[src/rtl/axi_sram_bridge.sv]
// AXI slave terminating the core's external bus onto one single-port synchronous SRAM.
// Serves one INCR burst (1-16 words) at a time, alternating read/write grants on contention.
module axi_sram_bridge #(
  parameter int ADDR_WIDTH = 26,
  parameter int DATA_WIDTH = 32
) (
  input  logic                  clk,
  input  logic                  rst,
  input  logic                  AWVALID,
  output logic                  AWREADY,
  input  logic [3:0]            AWID,
  input  logic [3:0]            AWLEN,
  input  logic [ADDR_WIDTH-1:0] AWADDR,
  input  logic                  WVALID,
  output logic                  WREADY,
  input  logic                  WLAST,
  input  logic [3:0]            WID,
  input  logic [DATA_WIDTH-1:0] WDATA,
  output logic                  BVALID,
  input  logic                  BREADY,
  output logic [3:0]            BID,
  input  logic                  ARVALID,
  output logic                  ARREADY,
  input  logic [3:0]            ARID,
  input  logic [3:0]            ARLEN,
  input  logic [ADDR_WIDTH-1:0] ARADDR,
  output logic                  RVALID,
  input  logic                  RREADY,
  output logic                  RLAST,
  output logic [3:0]            RID,
  output logic [DATA_WIDTH-1:0] RDATA,
  output logic                  sram_en,
  output logic                  sram_we,
  output logic [ADDR_WIDTH-3:0] sram_addr,
  output logic [DATA_WIDTH-1:0] sram_wdata,
  input  logic [DATA_WIDTH-1:0] sram_rdata,
  output logic                  protocol_err
);

  typedef enum logic [1:0] {IDLE, RD, WR, WRESP} state_t;

  state_t                  state, state_next;
  logic [ADDR_WIDTH-3:0]   addr;
  logic [3:0]              len, id, ret_cnt;
  logic [4:0]              cnt;
  logic                    last_grant_wr, fresh, rvalid_q;
  logic [DATA_WIDTH-1:0]   rdata_hold;
  logic                    grant_rd, grant_wr, rd_issue, w_beat, w_final, r_hs;
  logic                    unused;

  assign unused  = ^{WID, AWADDR[1:0], ARADDR[1:0]};
  assign w_final = (cnt[3:0] == len);
  assign r_hs    = rvalid_q && RREADY;

  // NOTE: every output of this block gets a default first, so no path can infer a latch.
  always_comb begin
    state_next = state;
    grant_rd   = 1'b0;
    grant_wr   = 1'b0;
    rd_issue   = 1'b0;
    w_beat     = 1'b0;
    WREADY     = 1'b0;
    BVALID     = 1'b0;
    case (state)
      IDLE: begin
        // Gated by rst so the ready outputs read 0 while reset is held.
        if (!rst) begin
          grant_rd = ARVALID && (!AWVALID || last_grant_wr);
          grant_wr = AWVALID && !grant_rd;
        end
        if (grant_rd)      state_next = RD;
        else if (grant_wr) state_next = WR;
      end
      RD: begin
        rd_issue = (cnt <= {1'b0, len}) && (!rvalid_q || RREADY);
        if (r_hs && RLAST) state_next = IDLE;
      end
      WR: begin
        WREADY = 1'b1;
        w_beat = WVALID;
        if (w_beat && w_final) state_next = WRESP;
      end
      WRESP: begin
        BVALID = 1'b1;
        if (BREADY) state_next = IDLE;
      end
      default: state_next = IDLE;
    endcase
  end

  assign ARREADY    = grant_rd;
  assign AWREADY    = grant_wr;
  assign sram_en    = rd_issue || w_beat;
  assign sram_we    = w_beat;
  assign sram_addr  = addr;
  assign sram_wdata = WDATA;
  assign RVALID     = rvalid_q;
  assign RLAST      = rvalid_q && (ret_cnt == len);
  assign RID        = id;
  assign BID        = id;
  // Fresh SRAM data passes straight through; a stalled beat is replayed from the hold register.
  assign RDATA      = fresh ? sram_rdata : rdata_hold;

  always_ff @(posedge clk or posedge rst) begin
    if (rst) state <= IDLE;
    else     state <= state_next;
  end

  // NOTE: sequential state uses non-blocking assignments only, so reads see pre-edge values.
  always_ff @(posedge clk or posedge rst) begin
    if (rst) begin
      addr          <= '0;
      len           <= '0;
      id            <= '0;
      cnt           <= '0;
      ret_cnt       <= '0;
      last_grant_wr <= 1'b1;
      fresh         <= 1'b0;
      rvalid_q      <= 1'b0;
      rdata_hold    <= '0;
      protocol_err  <= 1'b0;
    end else begin
      fresh      <= rd_issue;
      rvalid_q   <= rd_issue || (rvalid_q && !RREADY);
      rdata_hold <= RDATA;
      if (grant_rd || grant_wr) begin
        addr          <= grant_rd ? ARADDR[ADDR_WIDTH-1:2] : AWADDR[ADDR_WIDTH-1:2];
        len           <= grant_rd ? ARLEN : AWLEN;
        id            <= grant_rd ? ARID : AWID;
        cnt           <= '0;
        ret_cnt       <= '0;
        last_grant_wr <= grant_wr;
      end
      if (rd_issue || w_beat) begin
        addr <= addr + 1'b1;
        cnt  <= cnt + 5'd1;
      end
      if (r_hs) ret_cnt <= ret_cnt + 4'd1;
      if (w_beat && (WLAST != w_final)) protocol_err <= 1'b1;
    end
  end

endmodule
[config.mk]
export PLATFORM = sky130hd
export DESIGN_NAME = axi_sram_bridge
export DESIGN_NICKNAME = d
export VERILOG_FILES = /design/src/rtl/axi_sram_bridge.sv
export SDC_FILE = /design/constraint.sdc
export NUM_CORES = 1
export LEC_CHECK = 0
export CORE_MARGIN = 2
export CORE_UTILIZATION = 42
export DETAILED_ROUTE_END_ITERATION = 8
export GPL_ROUTABILITY_DRIVEN = 0
export PLACE_DENSITY = 0.91
export RECOVER_POWER = 50
export SYNTH_ARGS = -nofsm -noshare
export SYNTH_HDL_FRONTEND = slang
export SYNTH_SLANG_ARGS = --single-unit
[constraint.sdc]
create_clock -name clk -period 5.4 [get_ports clk]
set_input_delay 1.08 -clock clk [delete_from_list [all_inputs] [get_ports clk]]
set_output_delay 1.08 -clock clk [all_outputs]
set_load 0.01 [all_outputs]
==> metrics.txt <==
status complete, but fails checks; failing checks capacitance limit, slew limit; worst path arrival time 3.50 ns; Synth cell types 52; die width 106 um; Iteration-0 DRC Markers 196; register bit count reported by yosys 79; max cap viols 3; Antenna Cells 0; Routed WL per cell 16.7 um; switching power 1.11 mW; worst slew pin tran 2.29 ns; combinational share of power 49.7%; initial core utilization 42.7%; clock period minus worst slack 4.58 ns; CTS root buf clkbuf_8; CTS tree built; gr usage total 21.5%; I/O Buffers 176; crit path kind input pin to output port; Synth Warn # 0; share of the synthesized area in the top cell type 44.7%; Top Ports 249; global-route wire length before repair 19400 um; CORE AREA 10200 um^2; vias post-DR 3854; FMAX 218 MHz; die area 11200 um^2; cts repair resizes 0; FF/Latch Area 1980 um^2; layout cells sized above 1 7.11%; met3 WL 760 um; RSZ-0062 raised after global routing no; Post-synth EDFFs 0; startpoint type of the worst setup path input pin; Synth area leaders dfrtp_1, mux2_2, buf_4; Post-Syn Area 4370 um^2; Post-CTS Setup Inserts 0; Pint 1.91 mW; setup_tns 0 ns; Final ANT Viol Nets 0; CTS Buf Count 9; fill count 863; compound-cell area share of the yosys netlist 13.7%; Net Sw Frac 36.7%; Pre-antenna DRT Iters 5; largest net degree at the start of global routing 54; insertion delay to the later sink of the worst-skew pair 0.34 ns; total wire length 11900 um; leakage power 2.51 nW; sequential area share after synthesis 45.3%; worst path required time 4.32 ns; die height 106 um; final period utilization 84.8%; simple-gate share of the synthesized area 17.5%; CP max-delay cell dlygate4sd3_1; Max transition margin -53.6%; slowest stage delay, CP 0.63 ns; Max rail drop VDD 0.272 mV; Multi-input gate area 1970 um^2; max-slew violations 117; final core occ 60.1%; number of H-tree levels 3; ys flop type dfrtp_1; gr ovfl total 0; Sink Count 79; placed insts 697; post-synthesis async set-or-reset flop share 100%; DR vias/cell 5.41; Syn Inst Count 434; vias in the first global route 4063; Layout Nets 723; Crit. End Element output port; Clock transition at path regs 0.08 ns; crit path cell chain dlygate4sd3_1, nor2b_1, or4_4, nor2_1, nor2_4, clkinv_4, clkdlybuf4s50_1; # rows 37; initial antenna violation count 0; most common cell in the netlist dfrtp_1; Synth Area in Adders 2.00%; Top Metal Used met4; total power density per cell area 491 nW/um^2; Hold WS 0.473 ns; Finish-stage setup viols 0; Area growth, synth to finish 40.8%; clock share of power 14.5%; mux cell area share after synthesis 10.3%; largest family of logic cells by synthesized area simple AND/OR/NAND/NOR gates; Flop pwr share 35.8%; met1 WL 4840 um; Hold Vio Cnt, Final 0; Hold Crit Class flop to flop; XOR/XNOR Fraction of Synth Area 1.60%; DRC Markers 0; Mapped Nets 585; routed wl met2 5910 um; worst-case clock buffer depth 2; Non-Filler Instances 713; Clock Skew 0.0110 ns; hpwl dp 8840 um; Post-CTS Hold Fix Bufs 0; Avg Cell Area, Syn 10.1 um^2; most frequent cells after synthesis dfrtp_1, nand2_1, buf_4; crit path max fanout 46; cell taking the most area after synthesis dfrtp_1
==> cells by family (layout without fill, tap and decap cells) <==
logic type,Yosys count,in the layout
and+or+nand+nor,155,155
buffers and inverters,66,209
xor gates and xnor gates,8,8
DFF,79,79
muxes,41,41
adders and majority gates,7,7
AOI/OAI and AO/OA,78,78
==> metal layers <==
layer / vias to the layer above / GRT usage, %
li1: 1809 / -
met1: 1830 / 24.7
met2: 172 / 38.0
met3: 43 / 3.99
met4: 0 / 11.6
met5: - / 0
==> critical path, delay by kind of cell <==
| kind | cells | cell delay, ns |
|---|---|---|
| and+or+nand+nor | 4 | 0.90 |
| buffers and inverters | 3 | 1.50 |
==> power by group through the flow <==
stage	Sequential [mW]	Combinational, mW	Clock [mW]
after detailed placement	1.09	1.54	0
after global routing	1.12	1.64	0.478
after global placement	1.07	1.49	0
after CTS	1.08	1.55	0.451
after floorplan	1.08	0.835	0
final	1.08	1.50	0.438
==> area by class of cell <==
| class | count | area share (%) |
|---|---|---|
| Sequential cell | 79 | 32.2 |
| Multi-Input combinational cell | 289 | 32.0 |
| Timing Repair Buffer | 181 | 29.0 |
| Tap cell | 136 | 2.77 |
| Clock buffer | 10 | 2.24 |
| Clock inverter | 6 | 0.976 |
| Inverter | 12 | 0.834 |
==> per-stage QoR <==
step           total power [mW]  area [um^2]  setup slack (ns)
6_report                   3.02         6150             0.818
5_1_grt                    3.24         6150             0.583
4_1_cts                    3.08         6170              1.03
3_5_place_dp               2.63         5980              1.04
3_3_place_gp               2.56         5980              1.08
2_1_floorplan              1.91         4370              2.21
==> registers in the layout, indices dropped and copies added (netlist names) <==
register and count:
BID 4, sram_addr 24, rdata_hold 32, state 2
protocol_err 1, cnt 5, len 4, fresh 1
ret_cnt 4, last_grant_wr 1, RVALID 1
==> path summary, 6_finish.rpt <==
kind / startpoint / to / slack [ns] / cells after the start
max reg2reg: state[0] / sram_addr[19] / 2.66 / 5
min in group asynchronous: rst / len[2] / 1.85 / 2
min: protocol_err / protocol_err / 0.47 / 1
min reg2reg: protocol_err / protocol_err / 0.47 / 1
max: RREADY / sram_en / 0.82 / 7
max in group asynchronous: rst / sram_addr[23] / 1.37 / 3
==> cells in the final DEF, fill, tap and decap left out, types with 6 or more instances in the layout <==
| master | netlist | routed |
|---|---|---|
| a31oi_1 | 10 | 10 |
| nand2_1 | 69 | 69 |
| mux2_1 | 0 | 27 |
| and3_1 | 11 | 11 |
| a21oi_1 | 14 | 14 |
| clkdlybuf4s50_1 | 0 | 171 |
| clkbuf_8 | 0 | 10 |
| dfrtp_1 | 78 | 78 |
| mux2i_1 | 9 | 9 |
| o21ai_0 | 10 | 10 |
| inv_1 | 9 | 8 |
| nand4_1 | 16 | 16 |
| nand3_1 | 18 | 18 |
| o211a_1 | 6 | 6 |
| ha_1 | 7 | 7 |
| nor2_1 | 18 | 18 |
(Power assumes the default switching activity.)
